File: config.mk
export PLATFORM = sky130hd
export DESIGN_NAME = bat_program_loader
export DESIGN_NICKNAME = d
export VERILOG_FILES = /design/src/rtl/bat_program_loader_pkg.sv /design/src/rtl/bat_loader_ctr.sv /design/src/rtl/bat_program_loader.sv
export SDC_FILE = /design/constraint.sdc
export NUM_CORES = 1
export LEC_CHECK = 0
export CAP_MARGIN = 20
export CELL_PAD_IN_SITES_DETAIL_PLACEMENT = 1
export CELL_PAD_IN_SITES_GLOBAL_PLACEMENT = 1
export CORE_MARGIN = 2
export CORE_UTILIZATION = 35
export CTS_BUF_LIST = sky130_fd_sc_hd__clkbuf_16
export CTS_CLUSTER_DIAMETER = 80
export DETAILED_ROUTE_END_ITERATION = 16
export GPL_ROUTABILITY_DRIVEN = 1
export GPL_TIMING_DRIVEN = 0
export PLACE_DENSITY = 0.68
export SLEW_MARGIN = 0
export SYNTH_ARGS = -nofsm -noshare
export SYNTH_HDL_FRONTEND = slang
export SYNTH_HIERARCHICAL = 1
export SYNTH_SLANG_ARGS = --single-unit
export TNS_END_PERCENT = 20
File: constraint.sdc
create_clock -name CLK -period 7.9 [get_ports CLK]
set_input_delay 1.185 -clock CLK [delete_from_list [all_inputs] [get_ports CLK]]
set_output_delay 1.185 -clock CLK [all_outputs]
set_load 0.02 [all_outputs]
File: src/rtl/bat_program_loader_pkg.sv
// Shared state encoding and stream byte-order helpers for the program loader.
// Pure definitions: no latency, no flow control.
package bat_program_loader_pkg;

    typedef enum logic [2:0] {
        ST_IDLE,
        ST_LEN_HI,
        ST_LEN_LO,
        ST_DATA_HI,
        ST_DATA_LO,
        ST_WRITE,
        ST_RESET_CPU,
        ST_DONE
    } state_t;

    // Stream is big-endian: the first byte of each pair is the high byte.
    localparam bit HI_BYTE_FIRST = 1'b1;

    function automatic logic [15:0] pack_word(input logic [7:0] first, input logic [7:0] second);
        return HI_BYTE_FIRST ? {first, second} : {second, first};
    endfunction

    function automatic logic rx_state(input state_t s);
        return (s == ST_LEN_HI) || (s == ST_LEN_LO) || (s == ST_DATA_HI) || (s == ST_DATA_LO);
    endfunction

    function automatic logic halt_state(input state_t s);
        return (s != ST_IDLE) && (s != ST_DONE);
    endfunction

endpackage

File: src/rtl/bat_loader_ctr.sv
// Loadable down-counter with zero/one flags; load wins over decrement, saturates at 0.
// Flags are combinational from the count register; no flow control.
module bat_loader_ctr #(
    parameter int W = 16
) (
    input  logic         clk,
    input  logic         rst,
    input  logic         load,
    input  logic         dec,
    input  logic [W-1:0] load_val,
    output logic         is_zero,
    output logic         is_one
);

    logic [W-1:0] count;

    always_ff @(posedge clk or posedge rst) begin
        if (rst) begin
            count <= '0;
        end else if (load) begin
            count <= load_val;
        end else if (dec && !is_zero) begin
            count <= count - W'(1);
        end
    end

    assign is_zero = (count == '0);
    assign is_one  = (count == W'(1));

endmodule

File: src/rtl/bat_program_loader.sv
// Loads a length-prefixed word stream into core RAM under HALT, then pulses CPU_RST.
// Outputs registered; one word per 3 cycles best case; BYTE_READY drops during WRITE/RESET_CPU.
module bat_program_loader
    import bat_program_loader_pkg::*;
#(
    parameter logic [15:0] BASE_ADDR    = 16'h0000,
    parameter int          RESET_CYCLES = 4
) (
    input  logic        CLK,
    input  logic        RST,
    input  logic        START,
    input  logic [7:0]  BYTE_IN,
    input  logic        BYTE_VALID,
    output logic        BYTE_READY,
    output logic [15:0] ADDRESS,
    output logic [15:0] DATA_OUT,
    output logic        DATA_OE,
    output logic        RW,
    output logic        RAM_EN,
    output logic        HALT,
    output logic        CPU_RST,
    output logic        BUSY,
    output logic        DONE
);

    state_t      state;
    state_t      next_state;
    logic [7:0]  len_hi;
    logic [7:0]  word_hi;
    logic [15:0] addr_ptr;
    logic [15:0] len_word;
    logic        accept;
    logic        rem_load, rem_dec, rem_zero, rem_one;
    logic        rst_load, rst_dec, rst_zero, rst_one;

    assign accept   = BYTE_VALID && BYTE_READY;
    assign len_word = pack_word(len_hi, BYTE_IN);

    always_comb begin
        next_state = state;
        case (state)
            ST_IDLE, ST_DONE: if (START) next_state = ST_LEN_HI;
            ST_LEN_HI:        if (accept) next_state = ST_LEN_LO;
            ST_LEN_LO:        if (accept) next_state = (len_word == 16'd0) ? ST_RESET_CPU : ST_DATA_HI;
            ST_DATA_HI:       if (accept) next_state = ST_DATA_LO;
            ST_DATA_LO:       if (accept) next_state = ST_WRITE;
            ST_WRITE:         next_state = (rem_one || rem_zero) ? ST_RESET_CPU : ST_DATA_HI;
            ST_RESET_CPU:     if (rst_one || rst_zero) next_state = ST_DONE;
            default:          next_state = ST_IDLE;
        endcase
    end

    assign rem_load = (state == ST_LEN_LO) && accept;
    assign rem_dec  = (state == ST_WRITE);
    // The pulse counter is armed on the transition into RESET_CPU so it spans exactly RESET_CYCLES.
    assign rst_load = (next_state == ST_RESET_CPU) && (state != ST_RESET_CPU);
    assign rst_dec  = (state == ST_RESET_CPU);

    bat_loader_ctr #(.W(16)) u_rem_ctr (
        .clk      (CLK),
        .rst      (RST),
        .load     (rem_load),
        .dec      (rem_dec),
        .load_val (len_word),
        .is_zero  (rem_zero),
        .is_one   (rem_one)
    );

    bat_loader_ctr #(.W(16)) u_rst_ctr (
        .clk      (CLK),
        .rst      (RST),
        .load     (rst_load),
        .dec      (rst_dec),
        .load_val (16'(RESET_CYCLES)),
        .is_zero  (rst_zero),
        .is_one   (rst_one)
    );

    always_ff @(posedge CLK or posedge RST) begin
        if (RST) begin
            state      <= ST_IDLE;
            len_hi     <= '0;
            word_hi    <= '0;
            addr_ptr   <= '0;
            BYTE_READY <= 1'b0;
            ADDRESS    <= '0;
            DATA_OUT   <= '0;
            DATA_OE    <= 1'b0;
            RW         <= 1'b0;
            RAM_EN     <= 1'b0;
            HALT       <= 1'b0;
            CPU_RST    <= 1'b0;
            BUSY       <= 1'b0;
            DONE       <= 1'b0;
        end else begin
            state      <= next_state;
            BYTE_READY <= rx_state(next_state);
            HALT       <= halt_state(next_state);
            BUSY       <= halt_state(next_state);
            CPU_RST    <= (next_state == ST_RESET_CPU);
            DONE       <= (next_state == ST_DONE);
            // Bus outputs are ORed into the core's own drivers, so they must idle at 0.
            ADDRESS    <= '0;
            DATA_OUT   <= '0;
            DATA_OE    <= 1'b0;
            RW         <= 1'b0;
            RAM_EN     <= 1'b0;
            if ((state == ST_IDLE || state == ST_DONE) && START) begin
                addr_ptr <= BASE_ADDR;
            end
            if (accept && state == ST_LEN_HI) begin
                len_hi <= BYTE_IN;
            end
            if (accept && state == ST_DATA_HI) begin
                word_hi <= BYTE_IN;
            end
            if (accept && state == ST_DATA_LO) begin
                ADDRESS  <= addr_ptr;
                DATA_OUT <= pack_word(word_hi, BYTE_IN);
                DATA_OE  <= 1'b1;
                RW       <= 1'b1;
                RAM_EN   <= 1'b1;
            end
            if (state == ST_WRITE) begin
                addr_ptr <= addr_ptr + 16'd1;
            end
        end
    end

endmodule
Word level (Yosys, flattened, before mapping) --
Index checks and enable logic that the tools add are counted.
Word-level totals: register bits 104, input port bits 12, output and inout bits 40, word-level logic and storage cells 78
Operators by class: add/sub/neg operators 3, equality and inequality tests 17, multiplexer cells 18, reduce and logical (&&, ||, !) cells 27
Operators with widths (count):
- 16-bit two-way mux | 8
- 16-bit logical NOT | 3
- 16-bit by 1-bit equality test with 1-bit output, second input constant | 2
- 16-bit by 1-bit subtractor with 16-bit output, second input constant | 2
- 3-bit two-way mux | 8
- 3-bit equality test, second input constant | 7
- 3-bit one-hot mux with 7 select lines | 1
- 16-bit by 1-bit adder with 16-bit output, second input constant | 1
- 3-bit by 2-bit equality test with 1-bit output, second input constant | 4
- 1-bit logical AND | 10
- 3-bit by 1-bit equality test with 1-bit output, second input constant | 2
- 1-bit logical OR | 6
- 3-bit inequality test, second input constant | 2
- 2-bit nonzero test | 3
- 3-bit logical NOT | 1
- 3-bit nonzero test | 1
- 1-bit logical NOT | 2
- 2-bit OR reduction | 1
- 1-bit two-way mux | 1

Depth between registers and ports, before layout --
Gate-level depths: netlist of the first run.
depth after elaboration 8, depth in mapped cells 14, gate-level depth less buffers 13

Cells and area by module --
Netlist of the first run, hierarchy kept.
Modules (own cells, without submodules):
- bat_program_loader | times used 1, cells an instance 239, area each 2914.0 sq um, sequential area each 1801.7 sq um
- bat_loader_ctr | times used 2, cells an instance 116, area each 1078.5 sq um, sequential area each 400.4 sq um

Worst setup path before layout of the first run --
No wires, ideal clock.
path kind reg2reg, start point register u_rem_ctr.count[11], end point register u_rst_ctr.count[12], setup time 0.126 ns, arrival 3.210 ns, data required time 7.774 ns, slack 4.564 ns, stages on the path, launching flop included 12, path buffers 3, clock period less this slack 3.336 ns, path through dfrtp_1 > or4_1 > clkbuf_1 > nor4_4 > o21bai_1 > a311oi_1 > nand2_1 > nor3_1 > clkbuf_1 > clkbuf_1 > nor3b_1 > a221o_1
On the way: cells in the longest elaborated chain, start to end 7, elaborated cells on any way between the ends 9, those cells by class 2 x eq/ne; 3 x mux; 4 x reduce/logical
RTL lines:
- from (decl) | RTL line bat_loader_ctr.sv:15 | logic [W-1:0] count;
- from (signal assigned) | RTL line bat_loader_ctr.sv:21 | count <= load_val;
- from (signal assigned) | RTL line bat_loader_ctr.sv:23 | count <= count - W'(1);
- 16-bit logical NOT * | RTL line bat_loader_ctr.sv:27 | assign is_zero = (count == '0);
- via rem_zero | RTL line bat_program_loader.sv:33 | logic rem_load, rem_dec, rem_zero, rem_one;
- 1-bit logical OR * | RTL line bat_program_loader.sv:47 | ST_WRITE: next_state = (rem_one || rem_zero) ? ST_RESET_CPU : ST_DATA_HI;
- 3-bit two-way mux * | RTL line bat_program_loader.sv:47
- 3-bit one-hot mux with 7 select lines * | RTL line bat_program_loader.sv:41 | case (state)
- via next_state[0] | RTL line bat_program_loader.sv:27 | state_t next_state;
- 3-bit equality test * | RTL line bat_program_loader.sv:56 | assign rst_load = (next_state == ST_RESET_CPU) && (state != ST_RESET_CPU);
- 1-bit logical AND * | RTL line bat_program_loader.sv:56
- via rst_load | RTL line bat_program_loader.sv:34 | logic rst_load, rst_dec, rst_zero, rst_one;
- 16-bit two-way mux or 2-bit nonzero test (tied branches)
- to (signal assigned) | RTL line bat_loader_ctr.sv:21
- to (signal assigned) | RTL line bat_loader_ctr.sv:23
- to (decl) | RTL line bat_loader_ctr.sv:15
Mark *: on every way through the listed nets, which the timed path passes. The rest lies on a longest branch. A chain may end at the register's enable or synchronous reset.

Worst setup path after layout of the first run --
start point register u_rem_ctr.count[0], end point register u_rst_ctr.count[6]
Same word-level chain as after synthesis.

==> flow_metrics.py, run 1 <==
metrics = {
    "global_route": {
        "antenna_found_initial": 0,
        "track_usage_pct": 17.4,
        "grt-ovfl-total": 0,
        "grt_pass1_wl_um": 21900,
        "grt_max_degree": 73,
        "first_global_vias": 4202,
    },
    "timing": {
        "fin_skew_ps": 9.23,
        "relSlewSlack_pct": 32.9,
        "fin_crit_ps": 4360,
        "setup-tns-final_ps": 0,
        "rsz0062_at_grt": "false",
        "worst_slew_pin_slew_ps": 1000,
        "hold_ws_ps": 481,
        "setup_viol": 0,
        "final.period_utilization_pct": 55.1,
        "fmax_ghz": 0.230,
        "drv_slew": 0,
        "final-hold-violation-count": 0,
    },
    "final_layout": {
        "final_net_count": 564,
        "fillers": 1535,
        "drive_gt1_share_pct": 10.5,
        "fin_util_pct": 43.7,
        "area_growth_syn_to_layout_pct": 21.0,
        "instances_no_fill": 732,
        "antennaDiodeCount": 0,
    },
    "place": {
        "dp_hpwl_um": 9370,
        "placedCellCount": 716,
        "io_buffers": 51,
        "gp_routability_congestion": 0.836,
    },
    "floorplanning": {
        "die_x_um": 124,
        "fp.dieH_um": 124,
        "pin_count": 52,
        "fp.coreArea_um2": 14000,
        "initial_core_util_pct": 36.1,
        "rows": 43,
        "die_area_um2": 15500,
    },
    "critical_path": {
        "rr_startpoint": "u_rem_ctr/count[0]",
        "worstPathRequired_ps": 8120,
        "critical_path.startpoint_type": "flop",
        "timing.rr.end": "u_rst_ctr/count[6]",
        "worstSetupEndpointType": "flop",
        "crit_cells": 13,
        "critPathBufInv": 4,
        "crit_type": "reg -> reg",
        "worstPathCellList": "inv_1 > ha_1 > or4b_1 > nor4_4 > o21bai_1 > a311oi_1 > nand2_1 > nor3_1 > clkbuf_1 > inv_1 > clkbuf_1 > a31oi_1 > o41ai_1",
        "r2r_slack_ps": 3540,
        "arrival_ps": 4580,
        "cp_slowest_stage_delay_ps": 540,
        "cp_top_family": "simple AND/OR/NAND/NOR gates",
        "worstRegToRegCells": 13,
        "critPathMaxFanout": 10,
        "critical-path-slowest-cell": "or4b_1",
    },
    "route": {
        "post-route-drc-count": 0,
        "finalWirelength_um": 12800,
        "ant_nets": 0,
        "via_per_inst": 5.43,
        "first_pass_iters": 4,
        "vias": 3974,
        "wl_per_cell_um": 17.5,
        "drt_iter0_markers": 150,
    },
    "power_and_ir_drop": {
        "leakage_nw": 2.60,
        "ir_worst_vdd_uv": 118,
        "p_per_area_nw_per_um2": 292,
    },
    "synth": {
        "synth_seq_area_share_pct": 51.3,
        "ys_top_cells_by_area": "dfrtp_1 (51%), and2_1 (4.9%), mux2_2 (3.8%)",
        "synth_seq_cells": 104,
        "synthFlopType": "dfrtp_1",
        "yosys.cell_types.count": 62,
        "synth_edf_count": 0,
        "synth_area_leader_cell": "dfrtp_1",
        "synth_common_cells": "dfrtp_1 (104), and2_1 (40), nand2_1 (30), nor2_1 (19), inv_1 (18)",
        "avgSynthCellArea_um2": 10.8,
        "synth_most_common_cell": "dfrtp_1",
        "netlist_area_um2": 5070,
        "synthArstFlopShare_pct": 100,
        "synthCells": 471,
        "yosysTopAreaCellShare_pct": 51.3,
        "ys_warn_count": 6,
    },
    "clock_network": {
        "clk_pin_slew_ps": 70,
        "root_buffer": "clkbuf_16",
        "htree_levels": 3,
        "cts_tree": "done",
        "clock_path_buffers": 2,
        "cts_sinks": 104,
        "ctsResizeCount": 0,
        "clock_latency_ps": 350,
        "post_cts.repair.setup_buffers": 0,
        "holdBufCountCts": 0,
        "numCtsBuffers": 9,
    },
    "hold_path": {
        "worstHoldStart": "word_hi[7]",
        "worstHoldPathCells": 1,
        "hold_class": "reg -> reg",
        "whs_endpoint": "DATA_OUT[15]",
    },
    "status": {
        "status": "completed",
    },
    "run": {
        "maxCapViolations": 0,
    },
}
area by class of cell:
type	count	area [µm²]	area share [%]
Sequential cell	104	2600	42.4
Multi-Input combinational cell	338	2320	37.8
Timing Repair Buffer	51	510	8.32
Clock buffer	9	225	3.67
Tap cell	180	225	3.67
Buffer	24	129	2.10
Inverter	19	75.1	1.22
Clock inverter	7	47.5	0.775
placed cells by master (no fill, tap or decap), types with 5 or more instances in the layout:
cell / n
nor4_1: 10
o41ai_1: 6
dfrtp_1: 104
nor3_1: 12
mux2i_1: 6
a31oi_1: 6
nor2_1: 19
a2bb2oi_1: 6
o31ai_1: 5
buf_4: 5
nand4_1: 9
clkbuf_1: 13
o21ai_0: 12
and3_1: 8
clkbuf_16: 9
nand2_1: 30
a221o_1: 7
ha_1: 5
o211ai_1: 6
mux2_2: 17
conb_1: 16
or3_1: 14
nor3b_1: 5
and2_1: 40
inv_1: 18
nand3_1: 15
a21oi_1: 15
clkdlybuf4s50_1: 51
routing by layer:
layer | vias to the layer above | part of all wire (%) | wire length [µm] | GRT usage (%)
li1 | 1889 | - | - | -
met1 | 2018 | 44 | 5680 | 21.6
met2 | 53 | 52 | 6660 | 31.0
met3 | 14 | 1.7 | 222 | 2.15
met4 | 0 | 1.7 | 220 | 6.48
met5 | - | 0 | 0 | 0
power breakdown:
part	total, mW	switching (mW)	internal [mW]	leakage (nW)
clock network	0.418	0.204	0.214	0.139
registers	0.820	0.149	0.671	1.33
logic	0.555	0.294	0.262	1.13
total	1.79	0.647	1.15	2.60
state kept, by name, indices dropped and copies added (netlist names), 3 cells and up:
name / flops
ADDRESS: 16
DATA_OUT: 16
addr_ptr: 16
len_hi: 8
state: 3
u_rem_ctr/count: 16
u_rst_ctr/count: 16
word_hi: 8
worst max path at each step:
stage,from,endpoint,slack [ps]
detailed placement,BYTE_IN[3],u_rst_ctr/count[6],3290
CTS,u_rem_ctr/count[0],u_rst_ctr/count[5],3450
global route,u_rem_ctr/count[1],u_rst_ctr/count[5],3210
global placement,BYTE_IN[0],u_rst_ctr/count[6],3370
floorplan,u_rem_ctr/count[11],u_rst_ctr/count[12],4560
finish,u_rem_ctr/count[0],u_rst_ctr/count[6],3540
metrics by stage:
stage	area [µm²]	power [mW]	setup slack [ps]
global route	6130	1.92	3210
global placement	5860	1.35	3370
floorplan	5120	1.20	4560
CTS	6130	1.82	3450
finish	6130	1.79	3540
detailed placement	5860	1.39	3290
logic make-up (layout without fill, tap and decap cells):
kind of cell	Yosys count	after routing	share of synthesized area [%]
compound gates	94	94	13.3
xor+xnor	2	2	0.345
fa+ha+maj	5	5	1.23
buf+inv	43	110	3.97
flops	104	104	51.3
mux	23	23	4.96
other cells	2	16	0.148
simple gates	198	198	24.7
(Power assumes the default switching activity.)
==> run 2: changes to the inputs <==
--- a/config.mk
+++ b/config.mk
@@ -15,7 +15,7 @@
 export DETAILED_ROUTE_END_ITERATION = 16
 export GPL_ROUTABILITY_DRIVEN = 1
 export GPL_TIMING_DRIVEN = 0
-export PLACE_DENSITY = 0.68
+export PLACE_DENSITY = 0.71
 export SLEW_MARGIN = 0
 export SYNTH_ARGS = -nofsm -noshare
 export SYNTH_HDL_FRONTEND = slang
==> constraint.sdc (replaced) <==
create_clock -name CLK -period 3.58 [get_ports CLK]
set_input_delay 0.537 -clock CLK [delete_from_list [all_inputs] [get_ports CLK]]
set_output_delay 0.537 -clock CLK [all_outputs]
set_load 0.02 [all_outputs]
==> run 2 against run 1 <==
Effect of this change:
- clock power rose to 2.6 times the previous value
- critical endpoint unchanged
- combinational power rose by 130%
- die area did not move
- global-route usage fell by 0.44 points
- total power rose by 130%
==> flow_metrics.py, run 2 (synthesized netlist as in run 1, its figures left out) <==
metrics = {
    "clock_network": {
        "root_buffer": "clkbuf_16",
        "numCtsBuffers": 9,
        "clock_path_buffers": 2,
        "clk_pin_slew_ps": 80,
        "clock_latency_ps": 360,
        "htree_levels": 3,
        "cts_tree": "done",
        "cts_sinks": 104,
    },
    "place": {
        "dp_hpwl_um": 9200,
        "io_buffers": 51,
        "gp_routability_congestion": 0.839,
        "pre_cts_ws_ps": -693,
    },
    "floorplanning": {
        "die_area_um2": 15500,
        "pin_count": 52,
        "fp.dieH_um": 124,
        "initial_core_util_pct": 36.1,
        "rows": 43,
        "die_x_um": 124,
        "fp.coreArea_um2": 14000,
    },
    "route": {
        "wl_per_cell_um": 17.4,
        "drt-met1-wl_um": 5780,
        "drt_iter0_markers": 175,
        "first_pass_iters": 4,
        "vias": 3987,
        "wl_met3_um": 395,
        "post-route-drc-count": 0,
        "finalWirelength_um": 12800,
        "ant_nets": 0,
        "via_per_inst": 5.40,
        "wl_met2_um": 6410,
        "highest_layer": "met4",
    },
    "power_and_ir_drop": {
        "fin_total_pwr_mw": 4.16,
        "p_per_area_nw_per_um2": 663,
        "ir_worst_vdd_uv": 289,
        "leakage_nw": 2.67,
    },
    "timing": {
        "final.period_utilization_pct": 93.4,
        "worst_slew_pin_slew_ps": 995,
        "fin_ws_ps": 237,
        "setup_viol": 0,
        "fin_crit_ps": 3340,
        "final-hold-violation-count": 0,
        "setup-tns-final_ps": 0,
        "fmax_ghz": 0.299,
        "drv_slew": 0,
        "relSlewSlack_pct": 33.5,
        "fin_skew_ps": 10.6,
    },
    "critical_path": {
        "arrival_ps": 3580,
        "r2r_slack_ps": 240,
        "critPathMaxFanout": 10,
        "worstSetupEndpointType": "flop",
        "crit_type": "reg -> reg",
        "worstPathRequired_ps": 3820,
        "worstRegToRegCells": 13,
        "critical_path.startpoint_type": "flop",
    },
    "final_layout": {
        "fillers": 1535,
        "most-common-layout-cells": "dfrtp_1 (103), clkdlybuf4s50_1 (51), and2_1 (40)",
        "antennaDiodeCount": 0,
        "area_growth_syn_to_layout_pct": 23.6,
        "final_common_cell": "dfrtp_1",
        "drive_gt1_share_pct": 13.4,
        "final_net_count": 571,
    },
    "global_route": {
        "antenna_found_initial": 0,
        "grt_max_degree": 73,
        "track_usage_pct": 17.0,
        "grt_pass1_wl_um": 21400,
        "grt-ovfl-total": 0,
        "first_global_vias": 4122,
    },
    "run": {
        "maxCapViolations": 0,
    },
    "status": {
        "status": "completed",
    },
    "hold_path": {
        "worstHoldPathCells": 1,
        "hold_class": "reg -> reg",
    },
}
-- run 2: layout make-up --
class                   instances  area (µm²)  area share [%]
inverters                      19        75.1            1.20
flip-flops and latches        104        2600            41.5
clock buffers                   9         225            3.59
well taps                     180         225            3.59
repair buffers                 59         571            9.10
multi-input cells             338        2330            37.2
plain buffers                  23         134            2.14
clock inverters                 7         100            1.60
-- run 2: layer usage --
metal	global-route usage, %	vias to the layer above
met5	0	-
met1	21.8	2017
li1	-	1888
met3	3.57	18
met2	28.1	64
met4	6.68	0
-- run 2: metrics by stage --
step	util [%]	hold slack [ps]	instance area, µm²	std cells
2_1_floorplan	-	437	5120	485
3_3_place_gp	41.7	455	5860	716
3_5_place_dp	41.7	465	5860	716
4_1_cts	44.3	487	6220	734
5_1_grt	44.6	501	6270	739
6_report	44.6	484	6270	739
-- run 2: where the power goes --
part	leakage [nW]	switching, mW	internal (mW)
Combinational	1.19	0.653	0.603
Clock	0.156	0.466	0.621
Sequential	1.33	0.335	1.48
-- run 2: worst max-delay path, stage by stage, from the launching register on --
cell,delay [ps]
dfrtp_2,450
or4_4,610
nor4_4,330
and3_1,230
o21bai_1,110
a21oi_1,170
a211oi_1,100
a21o_1,250
nor3_1,140
buf_4,190
inv_1,130
clkbuf_4,230
a31oi_1,190
o41ai_1,90
-- run 2: worst paths after layout --
path,from,endpoint
max,u_rem_ctr/count[11],u_rst_ctr/count[6]
min,word_hi[0],DATA_OUT[8]
max reg2reg,u_rem_ctr/count[11],u_rst_ctr/count[6]
min reg2reg,word_hi[0],DATA_OUT[8]
max in group asynchronous,RST,word_hi[5]
min in group asynchronous,RST,u_rem_ctr/count[4]
-- run 2: timing repair --
item / in CTS / in global routing
setup buffers: 2 / 6
hold buffers: 0 / 0
resized for setup: 7 / 5
endpoints found under the setup margin: 16 / 14
pin swaps: 2 / 3
==> run 3: changes to the inputs <==
==> constraint.sdc (replaced) <==
create_clock -name CLK -period 3.58 [get_ports CLK]
set_input_delay 0.895 -clock CLK [delete_from_list [all_inputs] [get_ports CLK]]
set_output_delay 0.895 -clock CLK [all_outputs]
set_load 0.02 [all_outputs]
==> run 3 against run 2 <==
Effect of this change:
- routed wire length about the same
- combinational power about the same
- design area up 0.20%
- count of clock-buffer cells in the layout unchanged
- sequential power about the same
- core utilization up 0.089 points
- global-route usage unchanged
- setup slack worse by 16 ps
- critical path depth unchanged
- clock skew up 0.93 ps
- clock power about the same
- largest cell class unchanged
- largest power group unchanged
==> flow_metrics.py, run 3 (synthesized netlist as in run 1, its figures left out) <==
metrics = {
    "status": {
        "status": "completed",
    },
    "final_layout": {
        "fin_util_pct": 44.7,
        "antennaDiodeCount": 0,
        "most-common-layout-cells": "dfrtp_1 (103), clkdlybuf4s50_1 (51), and2_1 (40)",
        "drive_gt1_share_pct": 13.8,
        "instances_no_fill": 739,
        "area_growth_syn_to_layout_pct": 23.9,
        "final_common_cell": "dfrtp_1",
        "final_net_count": 571,
    },
    "route": {
        "first_pass_iters": 4,
        "finalWirelength_um": 12800,
        "via_per_inst": 5.37,
        "ant_nets": 0,
        "drt_iter0_markers": 195,
        "vias": 3966,
        "post-route-drc-count": 0,
        "wl_per_cell_um": 17.4,
    },
    "power_and_ir_drop": {
        "fin_total_pwr_mw": 4.16,
        "ir_worst_vdd_uv": 287,
        "leakage_nw": 2.67,
        "p_per_area_nw_per_um2": 662,
    },
    "global_route": {
        "grt_pass1_wl_um": 21400,
        "first_global_vias": 4122,
        "grt_max_degree": 73,
        "antenna_found_initial": 0,
        "grt-ovfl-total": 0,
        "track_usage_pct": 17.0,
    },
    "critical_path": {
        "arrival_ps": 3600,
        "r2r_slack_ps": 220,
        "worstRegToRegCells": 13,
        "rr_startpoint": "u_rem_ctr/count[11]",
        "timing.rr.end": "u_rst_ctr/count[6]",
        "critical_path.startpoint_type": "flop",
        "critPathMaxFanout": 10,
        "crit_type": "reg -> reg",
        "worstSetupEndpointType": "flop",
        "worstPathRequired_ps": 3820,
        "crit_start": "u_rem_ctr/count[11]",
    },
    "clock_network": {
        "cts_tree": "done",
        "root_buffer": "clkbuf_16",
        "cts_sinks": 104,
        "numCtsBuffers": 9,
        "clk_pin_slew_ps": 70,
        "htree_levels": 3,
        "clock_latency_ps": 360,
        "clock_path_buffers": 2,
    },
    "timing": {
        "fin_skew_ps": 11.5,
        "worst_slew_pin_slew_ps": 1010,
        "setup-tns-final_ps": 0,
        "setup_viol": 0,
        "fin_crit_ps": 3360,
        "final-hold-violation-count": 0,
        "fmax_ghz": 0.298,
        "relSlewSlack_pct": 32.5,
        "drv_slew": 0,
        "final.period_utilization_pct": 93.8,
    },
    "run": {
        "maxCapViolations": 0,
    },
    "floorplanning": {
        "die_x_um": 124,
        "rows": 43,
        "die_area_um2": 15500,
        "fp.coreArea_um2": 14000,
        "initial_core_util_pct": 36.1,
        "fp.dieH_um": 124,
        "pin_count": 52,
    },
    "place": {
        "io_buffers": 51,
        "placedCellCount": 716,
        "gp_routability_congestion": 0.839,
        "dp_hpwl_um": 9200,
    },
    "hold_path": {
        "hold_class": "reg -> reg",
        "worstHoldStart": "word_hi[4]",
        "worstHoldPathCells": 1,
        "whs_endpoint": "DATA_OUT[12]",
    },
}
==> run 3: cell types whose count changed in the layout (fill, tap and decap cells not counted) <==
| cell | change |
|---|---|
| nor4_1 | -2 |
| nor4_2 | +2 |
==> run 3: power by group <==
part	switching, mW	internal [mW]
logic	0.654	0.603
registers	0.334	1.48
clock network	0.467	0.621
total	1.45	2.70
==> run 3: how the worst max path moves through the flow <==
stage,cells past startpoint,endpoint,slack [ps]
after global placement,13,u_rst_ctr/count[5],-580
final,13,u_rst_ctr/count[6],220
after detailed placement,13,u_rst_ctr/count[6],-690
after CTS,12,u_rst_ctr/count[4],10
after global routing,14,u_rst_ctr/count[5],-30
after floorplan,11,u_rst_ctr/count[12],240
==> run 3: cell type report <==
cell class,count,area (µm²)
clock buffers,9,225
inverters,19,75.1
multi-input cells,338,2350
fillers,1533,7760
repair buffers,59,571
flip-flops and latches,104,2600
plain buffers,23,134
well taps,180,225
clock inverters,7,100
==> run 3: worst max-delay path: stages (launching register included) <==
cell and delay [ps]:
dfrtp_2 450, or4_4 610, nor4_4 330, and3_1 230, o21bai_1 110, a21oi_1 170
a211oi_1 100, a21o_1 250, nor3_1 140, buf_4 190, inv_1 130, clkbuf_4 230
a31oi_1 190, o41ai_1 90
==> run 3: metrics by stage <==
stage	hold WS (ps)	area (µm²)	worst slack, ps
detailed placement	465	5860	-693
floorplan	437	5120	244
global placement	455	5860	-583
finish	484	6280	221
global route	501	6280	-32.6
CTS	487	6220	11.5
==> run 3: what timing repair did <==
item | in CTS | in global routing
gates resized for setup | 7 | 7
gates cloned | 0 | 0
setup buffers | 2 | 6
endpoints found under the setup margin | 16 | 14
pin swaps | 2 | 3
hold buffers | 0 | 0
==> run 3: routing by layer <==
| metal | up-vias | part of all wire (%) | global-route usage (%) |
|---|---|---|---|
| li1 | 1887 | - | - |
| met1 | 2017 | 45 | 21.8 |
| met2 | 50 | 51 | 28.1 |
| met3 | 12 | 2.6 | 3.57 |
| met4 | 0 | 1.4 | 6.68 |
| met5 | - | 0 | 0 |
